[src/rtl/alu_pkg.sv]
// rtl/alu_pkg.sv - shared ALU opcodes and widths for alu and alu_arbiter
package alu_pkg;

    localparam int ALU_W      = 32;
    localparam int ALU_CTRL_W = 4;

    localparam logic [ALU_CTRL_W-1:0] ALU_MV0  = 4'b0000;
    localparam logic [ALU_CTRL_W-1:0] ALU_MV1  = 4'b0001;
    localparam logic [ALU_CTRL_W-1:0] ALU_MV2  = 4'b0010;
    localparam logic [ALU_CTRL_W-1:0] ALU_MV3  = 4'b0011;
    localparam logic [ALU_CTRL_W-1:0] ALU_SHRA = 4'b0100;
    localparam logic [ALU_CTRL_W-1:0] ALU_SHRL = 4'b0101;
    localparam logic [ALU_CTRL_W-1:0] ALU_ROR  = 4'b0110;
    localparam logic [ALU_CTRL_W-1:0] ALU_SHL  = 4'b0111;
    localparam logic [ALU_CTRL_W-1:0] ALU_ROL  = 4'b1000;
    localparam logic [ALU_CTRL_W-1:0] ALU_NOT  = 4'b1001;
    localparam logic [ALU_CTRL_W-1:0] ALU_XOR  = 4'b1010;
    localparam logic [ALU_CTRL_W-1:0] ALU_OR   = 4'b1011;
    localparam logic [ALU_CTRL_W-1:0] ALU_AND  = 4'b1100;
    localparam logic [ALU_CTRL_W-1:0] ALU_SUB  = 4'b1101;
    localparam logic [ALU_CTRL_W-1:0] ALU_ADD  = 4'b1110;
    localparam logic [ALU_CTRL_W-1:0] ALU_PASS = 4'b1111;

endpackage

[src/rtl/alu.sv]
// rtl/alu.sv - single-cycle combinational ALU; B is the data operand, A the modifier
module alu
    import alu_pkg::*;
(
    input  logic [ALU_CTRL_W-1:0] ctrl,
    input  logic [ALU_W-1:0]      a,
    input  logic [ALU_W-1:0]      b,
    output logic [ALU_W-1:0]      result
);

    logic [4:0]         sh;
    logic [2*ALU_W-1:0] rol_wide;
    logic [2*ALU_W-1:0] ror_wide;

    assign sh       = a[4:0];
    assign rol_wide = {b, b} << sh;
    assign ror_wide = {b, b} >> sh;

    // Opcode decode: shifts/rotates move B by A[4:0], MVn inserts B[7:0] into byte n of A
    always_comb begin
        result = b;
        case (ctrl)
            ALU_MV0:  result = {a[31:8], b[7:0]};
            ALU_MV1:  result = {a[31:16], b[7:0], a[7:0]};
            ALU_MV2:  result = {a[31:24], b[7:0], a[15:0]};
            ALU_MV3:  result = {b[7:0], a[23:0]};
            ALU_SHRA: result = $signed(b) >>> sh;
            ALU_SHRL: result = b >> sh;
            ALU_ROR:  result = ror_wide[ALU_W-1:0];
            ALU_SHL:  result = b << sh;
            ALU_ROL:  result = rol_wide[2*ALU_W-1:ALU_W];
            ALU_NOT:  result = ~b;
            ALU_XOR:  result = a ^ b;
            ALU_OR:   result = a | b;
            ALU_AND:  result = a & b;
            ALU_SUB:  result = b - a;
            ALU_ADD:  result = a + b;
            default:  result = b;
        endcase
    end

endmodule

[src/rtl/arb_pick.sv]
// rtl/arb_pick.sv - first-set search over a request vector starting at a given index
module arb_pick #(
    parameter int NUM_REQ = 2,
    parameter int ID_W    = 1
) (
    input  logic [NUM_REQ-1:0] req,
    input  logic [ID_W-1:0]    start,
    output logic [NUM_REQ-1:0] grant,
    output logic [ID_W-1:0]    winner
);

    logic found;
    int   idx;

    // Walk the requesters from start, wrapping, and take the first one that is set
    always_comb begin
        grant  = '0;
        winner = '0;
        found  = 1'b0;
        idx    = 0;
        for (int k = 0; k < NUM_REQ; k++) begin
            idx = int'(start) + k;
            if (idx >= NUM_REQ) idx = idx - NUM_REQ;
            if (!found && req[idx]) begin
                found      = 1'b1;
                grant[idx] = 1'b1;
                winner     = ID_W'(idx);
            end
        end
    end

endmodule

[src/rtl/alu_arbiter.sv]
// rtl/alu_arbiter.sv - shares one ALU among requesters; ALU_ARB_RR_EN selects round-robin
module alu_arbiter
    import alu_pkg::*;
#(
    parameter int NUM_REQ = 2,
    parameter int ID_W    = (NUM_REQ > 2) ? $clog2(NUM_REQ) : 1
) (
    input  logic                          clk,
    input  logic                          rst,
    input  logic [NUM_REQ-1:0]            req_valid,
    output logic [NUM_REQ-1:0]            req_ready,
    input  logic [ALU_W*NUM_REQ-1:0]      req_a,
    input  logic [ALU_W*NUM_REQ-1:0]      req_b,
    input  logic [ALU_CTRL_W*NUM_REQ-1:0] req_ctrl,
    output logic                          rsp_valid,
    input  logic                          rsp_ready,
    output logic [ALU_W-1:0]              rsp_data,
    output logic [ID_W-1:0]               rsp_id
);

    logic                  free;
    logic                  accept;
    logic [NUM_REQ-1:0]    grant;
    logic [ID_W-1:0]       win;
    logic [ID_W-1:0]       start;
    logic [ALU_W-1:0]      alu_out;

`ifdef ALU_ARB_RR_EN
    logic [ID_W-1:0] last;

    // Search begins just after the most recently accepted requester
    always_comb begin
        start = (last == ID_W'(NUM_REQ - 1)) ? '0 : last + ID_W'(1);
    end

    // Pointer only advances on a real handshake, so a stalled grant keeps its turn
    always_ff @(posedge clk or posedge rst) begin
        if (rst)         last <= ID_W'(NUM_REQ - 1);
        else if (accept) last <= win;
    end
`else
    assign start = '0;
`endif

    arb_pick #(
        .NUM_REQ (NUM_REQ),
        .ID_W    (ID_W)
    ) u_pick (
        .req    (req_valid),
        .start  (start),
        .grant  (grant),
        .winner (win)
    );

    assign free      = !rsp_valid || rsp_ready;
    assign req_ready = (!rst && free) ? grant : '0;
    assign accept    = |(req_valid & req_ready);

    alu u_alu (
        .ctrl   (req_ctrl[ALU_CTRL_W*int'(win) +: ALU_CTRL_W]),
        .a      (req_a[ALU_W*int'(win) +: ALU_W]),
        .b      (req_b[ALU_W*int'(win) +: ALU_W]),
        .result (alu_out)
    );

    // One-entry result register: load on accept, otherwise empty on drain
    always_ff @(posedge clk or posedge rst) begin
        if (rst) begin
            rsp_valid <= 1'b0;
            rsp_data  <= '0;
            rsp_id    <= '0;
        end else if (accept) begin
            rsp_valid <= 1'b1;
            rsp_data  <= alu_out;
            rsp_id    <= win;
        end else if (rsp_ready) begin
            rsp_valid <= 1'b0;
        end
    end

endmodule

[config.mk]
export PLATFORM = sky130hd
export DESIGN_NAME = alu_arbiter
export DESIGN_NICKNAME = d
export VERILOG_FILES = /design/src/rtl/alu_pkg.sv /design/src/rtl/alu.sv /design/src/rtl/arb_pick.sv /design/src/rtl/alu_arbiter.sv
export SDC_FILE = /design/constraint.sdc
export NUM_CORES = 1
export LEC_CHECK = 0
export ABC_CLOCK_PERIOD_IN_PS = 1400
export BUFFER_PORTS_ARGS = -buffer_cell sky130_fd_sc_hd__buf_2
export CAP_MARGIN = 10
export CORE_UTILIZATION = 55
export DETAILED_ROUTE_END_ITERATION = 16
export PLACE_DENSITY_LB_ADDON = 0.25
export SLEW_MARGIN = 20
export SYNTH_ARGS = -nofsm -noshare
export SYNTH_HDL_FRONTEND = slang
export SYNTH_HIERARCHICAL = 1
export SYNTH_SLANG_ARGS = --single-unit
[constraint.sdc]
create_clock -name clk -period 1.4 [get_ports clk]
set_input_delay 0.28 -clock clk [delete_from_list [all_inputs] [get_ports clk]]
set_output_delay 0.28 -clock clk [all_outputs]
set_load 0.02 [all_outputs]
==> flow_summary.yaml, run 1 <==
cts:
  clock-sinks: 34
  cts_hold_buf: 0
  cts_buffers: 5
  clk_path_buf_depth: 2
  cts_htree_levels: 2
  cts-root-buf: "clkbuf_16"
placement:
  dp_hpwl_mm: 50.6
  io_buffers: 176
  dpl_cell_area_um2: 16800
  gp_congestion: 1.26
outcome:
  status: "aborted with a tool error"
  haltStage: "global routing"
  error_line: "[ERROR GRT-0116] Global routing finished with congestion. Check the congestion regions in the DRC Viewer."
synthesis:
  syn_avg_cell_area_um2: 7.57
  synthArstFlopShare_pct: 100
  synth_enable_flop_cells: 0
  synth_xor_xnor_area_share_pct: 4.00
  synthSimpleGateAreaFrac_pct: 17.1
  synth_ff_type: "dfrtp_1"
  netlist-cell-type-count: 93
  synth-adder-area-share_pct: 10.9
  synth-compound-area-share_pct: 28.3
  synth-seq-cells: 34
  yosysSeqAreaShare_pct: 7.06
  synth_area_um2: 12100
  synth_cells: 1593
  ys_warn_count: 6
  synth_mux_area_share_pct: 25.0
  synth_top_family_by_area: "compound AO/OA/AOI/OAI gates"
global_route:
  grt_max_degree: 93
  gr-total-overflow: 587
  first_global_vias: 21300
  grt_pass1_wl_mm: 140
  gr-usage-all-layers_pct: 83.3
die:
  start_util_pct: 56.8
  die_w_um: 150
  die_h_um: 150
  rows: 53
  pin_count: 177
[metal layers]
metal  overflow  global-route usage, %
met1          9                   79.9
met2        350                   98.7
met3          5                   72.5
met4        219                   86.3
met5          4                   39.5
[stage by stage]
step,setup WS [ns],cells
global placement,-3.48,2429
detailed placement,-3.58,2429
floorplan,-3.11,1594
CTS,-3.02,2472
[kinds of logic after synthesis]
group / count (synthesis)
AOI/OAI and AO/OA: 523
xor gates and xnor gates: 55
adders and majority gates: 104
buffers and inverters: 210
DFF: 34
muxes: 221
other: 1
and+or+nand+nor: 445
[cells in the mapped netlist (all sizes together) (23+ instances only)]
cell,count,area share [%]
a211oi,24,1.5
a22oi,25,1.6
mux4,50,9.6
buf,52,2.8
o21ai,105,4.4
a21oi,151,6.3
inv,80,2.5
o22ai,29,1.5
ha,103,11
nor2,181,5.7
dfrtp,34,7.1
nand2,138,4.3
mux2,116,11
nand3,23,0.96
xnor2,42,3.1
clkbuf,77,2.4
mux2i,55,4.6
[repair_timing]
action	CTS
buffers inserted	34
resized for setup	205
pin swaps	78
setup endpoints to repair	35
gates cloned	4
==> inputs of run 2 (changes only) <==
--- a/config.mk
+++ b/config.mk
@@ -5,12 +5,12 @@
 export SDC_FILE = /design/constraint.sdc
 export NUM_CORES = 1
 export LEC_CHECK = 0
-export ABC_CLOCK_PERIOD_IN_PS = 1400
+export ABC_CLOCK_PERIOD_IN_PS = 1800
 export BUFFER_PORTS_ARGS = -buffer_cell sky130_fd_sc_hd__buf_2
 export CAP_MARGIN = 10
-export CORE_UTILIZATION = 55
+export CORE_UTILIZATION = 40
 export DETAILED_ROUTE_END_ITERATION = 16
-export PLACE_DENSITY_LB_ADDON = 0.25
+export PLACE_DENSITY_LB_ADDON = 0.15
 export SLEW_MARGIN = 20
 export SYNTH_ARGS = -nofsm -noshare
 export SYNTH_HDL_FRONTEND = slang
==> constraint.sdc (replaced) <==
create_clock -name clk -period 1.8 [get_ports clk]
set_input_delay 0.36 -clock clk [delete_from_list [all_inputs] [get_ports clk]]
set_output_delay 0.36 -clock clk [all_outputs]
set_load 0.02 [all_outputs]
==> flow_summary.yaml, run 2 <==
die:
  die-area_um2: 30800
  start_util_pct: 40.7
  pin_count: 177
  rows: 63
  die_h_um: 176
  coreArea_um2: 29600
  die_w_um: 176
timing:
  rsz0062_at_grt: "true"
  finalMaxSlewViolations: 0
  setup_ws_ns: -2.97
  fin_crit_ns: 4.77
  final.setup_skew_ns: 0.00359
  setup_viol: 32
  hold_viol: 0
  whs_ns: 0.218
  tightest_slew_ns: 0.885
  slew_headroom_pct: 41.0
  fin_crit_sh_pct: 265
  fmax_mhz: 210
placement:
  dp_hpwl_mm: 59.2
  io_buffers: 176
  gp_congestion: 1.09
routing:
  drtPass1Iterations: 9
  drc: 0
  drt_wl_total_mm: 74.3
  wl_per_cell_um: 27.7
  viasPerCell: 6.33
  ant_nets: 0
  drt_iter0_markers: 2074
  dr_total_vias: 17000
cts:
  cts_tree: "done"
  cts-root-buf: "clkbuf_16"
  clk_path_buf_depth: 2
  cts_buffers: 5
  clock-sinks: 34
  clock_latency_ns: 0.28
  cts_htree_levels: 2
  clk_pin_slew_worst_paths_ns: 0.05
final_layout:
  final_cell_mix: "buf_4, buf_2, nor2_1"
  area_delta_synth_final_pct: 59.4
  layout_commonest_cell: "buf_4"
  diodes: 0
  largest_reg_flops: 32
  layout-drive-gt1-share_pct: 50.7
  nNetsFinal: 2538
  top_regs: "rsp_data (32), rsp_id (1), rsp_valid (1)"
  post-route-util_pct: 64.8
  top_register: "rsp_data"
setup_path:
  cpMostUsedCell: "buf_4"
  path_cells: "buf_6, a21boi_4, buf_12, mux2_4, or4_4, or3_4, nor2_4, buf_4, buf_6, buf_4, a21oi_1, xnor2_1, ha_1, buf_4, nand4_1, buf_4, nor2_4, a41oi_2, nand3_1, nand2_1, o211ai_1, mux2_4, nor2_2, mux2_4"
  cp-end-kind: "flip-flop"
  crit_required_ns: 2.02
  slowest_delay_ns: 0.55
  slowest_stage: "or4_4"
  startpoint_type: "input pin"
  worstPathMaxFanout: 8
  criticalPathCategory: "input pin to flip-flop"
  crit_arrival_ns: 4.99
global_route:
  gr-usage-all-layers_pct: 46.9
  grt_antenna_before_repair: 3
  grt_max_degree: 72
  first_global_vias: 16100
  gr-total-overflow: 0
  grt_pass1_wl_mm: 106
synthesis:
  ys_warn_count: 6
  synth_cells: 1593
  synth_top_cell_by_area: "ha_1"
  synth_ff_type: "dfrtp_1"
  yosysMostFrequentCell: "nor2_1"
  synth_area_leaders: "ha_1, mux2_2, mux4_2, dfrtp_1, a21oi_1"
  netlist-cell-type-count: 93
  ys_top_cells_by_count: "nor2_1, a21oi_1, nand2_1"
  synth_enable_flop_cells: 0
  synth-seq-cells: 34
  yosysSeqAreaShare_pct: 7.06
  synth_top_area_share_pct: 10.7
  synth_area_um2: 12100
  synthArstFlopShare_pct: 100
  syn_avg_cell_area_um2: 7.57
power:
  power_leakage_nw: 8.98
  peakVddDrop_uv: 646
  p_per_area_nw_per_um2: 682
hold_path:
  min_path_type: "input pin to asynchronous set/reset pin"
outcome:
  violations: "negative setup slack"
  status: "finished with violations"
flow_run:
  maxCapViolations: 0
## run 2: cell counts after synthesis
Identical to the previous run, type by type.
## run 2: metal layers
metal  routed length (um)  vias up  GRT usage (%)
li1                     -     7405              -
met1                28400     8086           59.5
met2                31300     1187           70.8
met3                 7770      302           8.27
met4                 6810        4           34.9
met5                   21        -              0
## run 2: power breakdown
| group | internal, W | leakage (nW) | switching [W] |
|---|---|---|---|
| clock | 0.000499 | 0.0694 | 0.000319 |
| sequential | 0.00110 | 0.410 | 0.000194 |
| combinational | 0.00499 | 8.50 | 0.00600 |
## run 2: final cells by class
type                    instances  area, um^2
clock inverters                 2        10.0
flip-flops and latches         34         851
well taps                     390         488
fillers                      2623       10400
multi-input cells            1350       11400
clock buffers                   5         125
repair buffers                821        6010
inverters                      81         308
## run 2: kinds of logic (layout without fill, tap and decap cells)
kind of cell	after synthesis	after routing	synth area share (%)
DFF	34	34	7.06
muxes	221	221	25.0
AOI/OAI and AO/OA	523	523	28.3
adders and majority gates	104	104	10.9
xor gates and xnor gates	55	55	4.00
buffers and inverters	210	909	7.67
and+or+nand+nor	445	445	17.1
other	1	2	0.0311
## run 2: what timing repair did
item / 4_1_cts / 5_1_grt
gates cloned: 0 / 1
setup buffers: 24 / 21
hold buffers: 0 / 0
pin swaps: 71 / 50
setup endpoints to repair: 32 / 32
resized for setup: 167 / 81
## run 2: worst paths after layout
path                               from            to  slack (ns)  depth (start not counted)
hold reg to reg             rsp_data[1]   rsp_data[1]        0.50                          1
max in group asynchronous           rst  rsp_data[27]        1.27                          3
min in group clk            rsp_data[1]   rsp_data[1]        0.50                          1
setup reg to reg              rsp_valid   rsp_data[3]        0.26                          4
hold / removal                      rst  rsp_data[12]        0.22                          3
setup / recovery           req_valid[1]  rsp_data[29]       -2.97                         24
## run 2: worst max-delay path, delay by kind of cell
kind / cells / cell delay [ns]
AOI/OAI and AO/OA: 4 / 0.68
xor gates and xnor gates: 1 / 0.14
adders and majority gates: 1 / 0.33
buffers and inverters: 7 / 0.94
muxes: 3 / 0.80
and+or+nand+nor: 8 / 1.72
## run 2: through the flow
stage	setup WS (ns)	setup TNS [ns]	area, um^2	instances	total power, W
5_1_grt	-3.01	-84.00	19200	2683	0.0136
2_1_floorplan	-2.79	-73.87	12200	1594	0.00605
3_3_place_gp	-3.34	-90.91	17600	2631	0.0108
4_1_cts	-2.88	-78.32	18600	2661	0.0123
3_5_place_dp	-3.38	-92.46	17600	2631	0.0108
6_report	-2.97	-81.75	19200	2683	0.0131
Power figures use the tool's default switching activity.
==> inputs of run 3 (changes only) <==
--- a/config.mk
+++ b/config.mk
@@ -8,9 +8,10 @@
 export ABC_CLOCK_PERIOD_IN_PS = 1800
 export BUFFER_PORTS_ARGS = -buffer_cell sky130_fd_sc_hd__buf_2
 export CAP_MARGIN = 10
-export CORE_UTILIZATION = 40
+export CORE_UTILIZATION = 39
 export DETAILED_ROUTE_END_ITERATION = 16
 export PLACE_DENSITY_LB_ADDON = 0.15
+export RECOVER_POWER = 100
 export SLEW_MARGIN = 20
 export SYNTH_ARGS = -nofsm -noshare
 export SYNTH_HDL_FRONTEND = slang
==> flow_summary.yaml, run 3 (synthesis gave the netlist of run 2 again) <==
cts:
  clk_pin_slew_worst_paths_ns: 0.06
  cts-root-buf: "clkbuf_16"
  clock-sinks: 34
  clk_path_buf_depth: 2
  cts_htree_levels: 2
  cts_buffers: 5
  clock_latency_ns: 0.29
  cts_tree: "done"
flow_run:
  maxCapViolations: 0
outcome:
  status: "finished with violations"
  violations: "negative setup slack"
global_route:
  grt_antenna_before_repair: 1
  gr-total-overflow: 0
  grt_max_degree: 87
  gr-usage-all-layers_pct: 46.7
  first_global_vias: 15900
  grt_pass1_wl_mm: 106
die:
  die_w_um: 178
  die-area_um2: 31600
  die_h_um: 178
  coreArea_um2: 30000
  pin_count: 177
  rows: 63
  start_util_pct: 40.1
power:
  p_per_area_nw_per_um2: 693
  peakVddDrop_uv: 518
  power_leakage_nw: 8.91
setup_path:
  worstPathMaxFanout: 10
  r2r_start: "rsp_valid"
  slowest_delay_ns: 0.57
  worstReg2RegEnd: "rsp_data[17]"
  path_cells: "buf_8, a21boi_4, buf_12, buf_12, buf_6, clkbuf_16, mux2_2, inv_1, a211oi_1, a21oi_1, a21oi_1, mux2i_2, o221ai_1, a2111oi_2, buf_4, o22ai_1, mux2_4"
  cp_top_family: "compound AO/OA/AOI/OAI gates"
  cp-end-kind: "flip-flop"
  criticalPathCategory: "input pin to flip-flop"
  startpoint_type: "input pin"
  crit_arrival_ns: 4.85
  reg2reg_setup_slack_ns: 0.09
  ff2ff_path_depth: 4
  cp_num_buf_inv: 7
  slowest_stage: "a21oi_1"
  crit_required_ns: 1.97
final_layout:
  largest_reg_flops: 32
  layout_commonest_cell: "buf_4"
  layout-drive-gt1-share_pct: 49.4
  area_delta_synth_final_pct: 60.9
  final_cell_mix: "buf_4, nor2_1, buf_2"
  finalInstanceArea_um2: 19400
  top_regs: "rsp_data (32), rsp_id (1), rsp_valid (1)"
  nNetsFinal: 2513
  top_register: "rsp_data"
routing:
  dr_total_vias: 17000
  met1_length_mm: 28.9
  wl_per_cell_um: 28.2
  drt_wl_total_mm: 75.0
  ant_nets: 0
  maxUsedRoutingLayer: "met4"
  drc: 0
  drtPass1Iterations: 8
  viasPerCell: 6.38
  wl_met3_mm: 8.30
  drt_iter0_markers: 2137
  wl_met2_mm: 30.9
timing:
  whs_ns: 0.367
  rsz0062_at_grt: "true"
  hold_viol: 0
  final.setup_skew_ns: 0.00218
  setup_viol: 32
  tightest_slew_ns: 0.956
  slew_headroom_pct: 34.6
  fin_crit_ns: 4.68
  fin_crit_sh_pct: 260
  tns_ns: -80.03
  fmax_mhz: 214
  setup_ws_ns: -2.88
  finalMaxSlewViolations: 0
placement:
  dp_hpwl_mm: 58.9
  dpl_cell_area_um2: 17300
  gp_congestion: 1.12
  io_buffers: 176
hold_path:
  min_path_type: "input pin to asynchronous set/reset pin"
[run 3: cell types whose count changed in the layout (fill, tap and decap cells not counted), moves of 5 or more]
cell and change:
nor2_1 -5, mux2_4 +8, buf_6 -8, a21oi_2 -6, buf_2 -37, mux2_2 -7
clkbuf_1 +37, buf_4 -29, nor2_2 +7
[run 3: area by class of cell]
type	instances	area, um^2
multi-input cells	1350	11700
fillers	2665	10600
repair buffers	796	5890
flip-flops and latches	34	851
well taps	390	488
inverters	81	308
clock buffers	5	125
clock inverters	3	68.8
diodes	3	7.51
[run 3: stage by stage]
| step | util [%] | cells | worst slack [ns] | total power [W] |
|---|---|---|---|---|
| CTS | 61.8 | 2635 | -2.82 | 0.0125 |
| global route | 64.6 | 2660 | -2.94 | 0.0140 |
| floorplan | - | 1594 | -2.79 | 0.00605 |
| finish | 64.6 | 2662 | -2.88 | 0.0134 |
| detailed placement | 57.7 | 2598 | -3.55 | 0.0107 |
| global placement | 57.7 | 2598 | -3.56 | 0.0106 |
[run 3: worst max-delay path by stage]
| stage | startpoint | to | slack (ns) | depth (start not counted) |
|---|---|---|---|---|
| 2_1_floorplan | req_valid[1] | rsp_data[22] | -2.79 | 21 |
| 3_3_place_gp | req_valid[1] | rsp_data[27] | -3.56 | 17 |
| 3_5_place_dp | req_valid[1] | rsp_data[27] | -3.55 | 17 |
| 4_1_cts | req_valid[1] | rsp_data[22] | -2.82 | 22 |
| 5_1_grt | req_valid[0] | rsp_data[27] | -2.94 | 19 |
| 6_report | req_valid[0] | rsp_data[27] | -2.88 | 17 |
[run 3: where the power goes]
part / internal (W) / switching (W) / leakage (nW) / total (W)
clock network: 0.000796 / 0.000368 / 0.0940 / 0.00116
registers: 0.00110 / 0.000217 / 0.410 / 0.00132
logic: 0.00496 / 0.00600 / 8.41 / 0.0110
[run 3: repair_timing]
action	CTS	global route
setup endpoints to repair	32	32
buffers inserted	27	26
hold buffers	0	0
resized for setup	173	135
pin swaps	56	83
gates cloned	2	2
[run 3: worst min-delay path, delay by kind of cell]
family,cells,cell delay (ns)
buffers and inverters,3,0.85
[run 3: layer usage]
| layer | track usage (%) | vias to the layer above |
|---|---|---|
| li1 | - | 7356 |
| met1 | 59.6 | 8171 |
| met2 | 69.5 | 1167 |
| met3 | 9.64 | 291 |
| met4 | 33.5 | 0 |
| met5 | 0 | - |
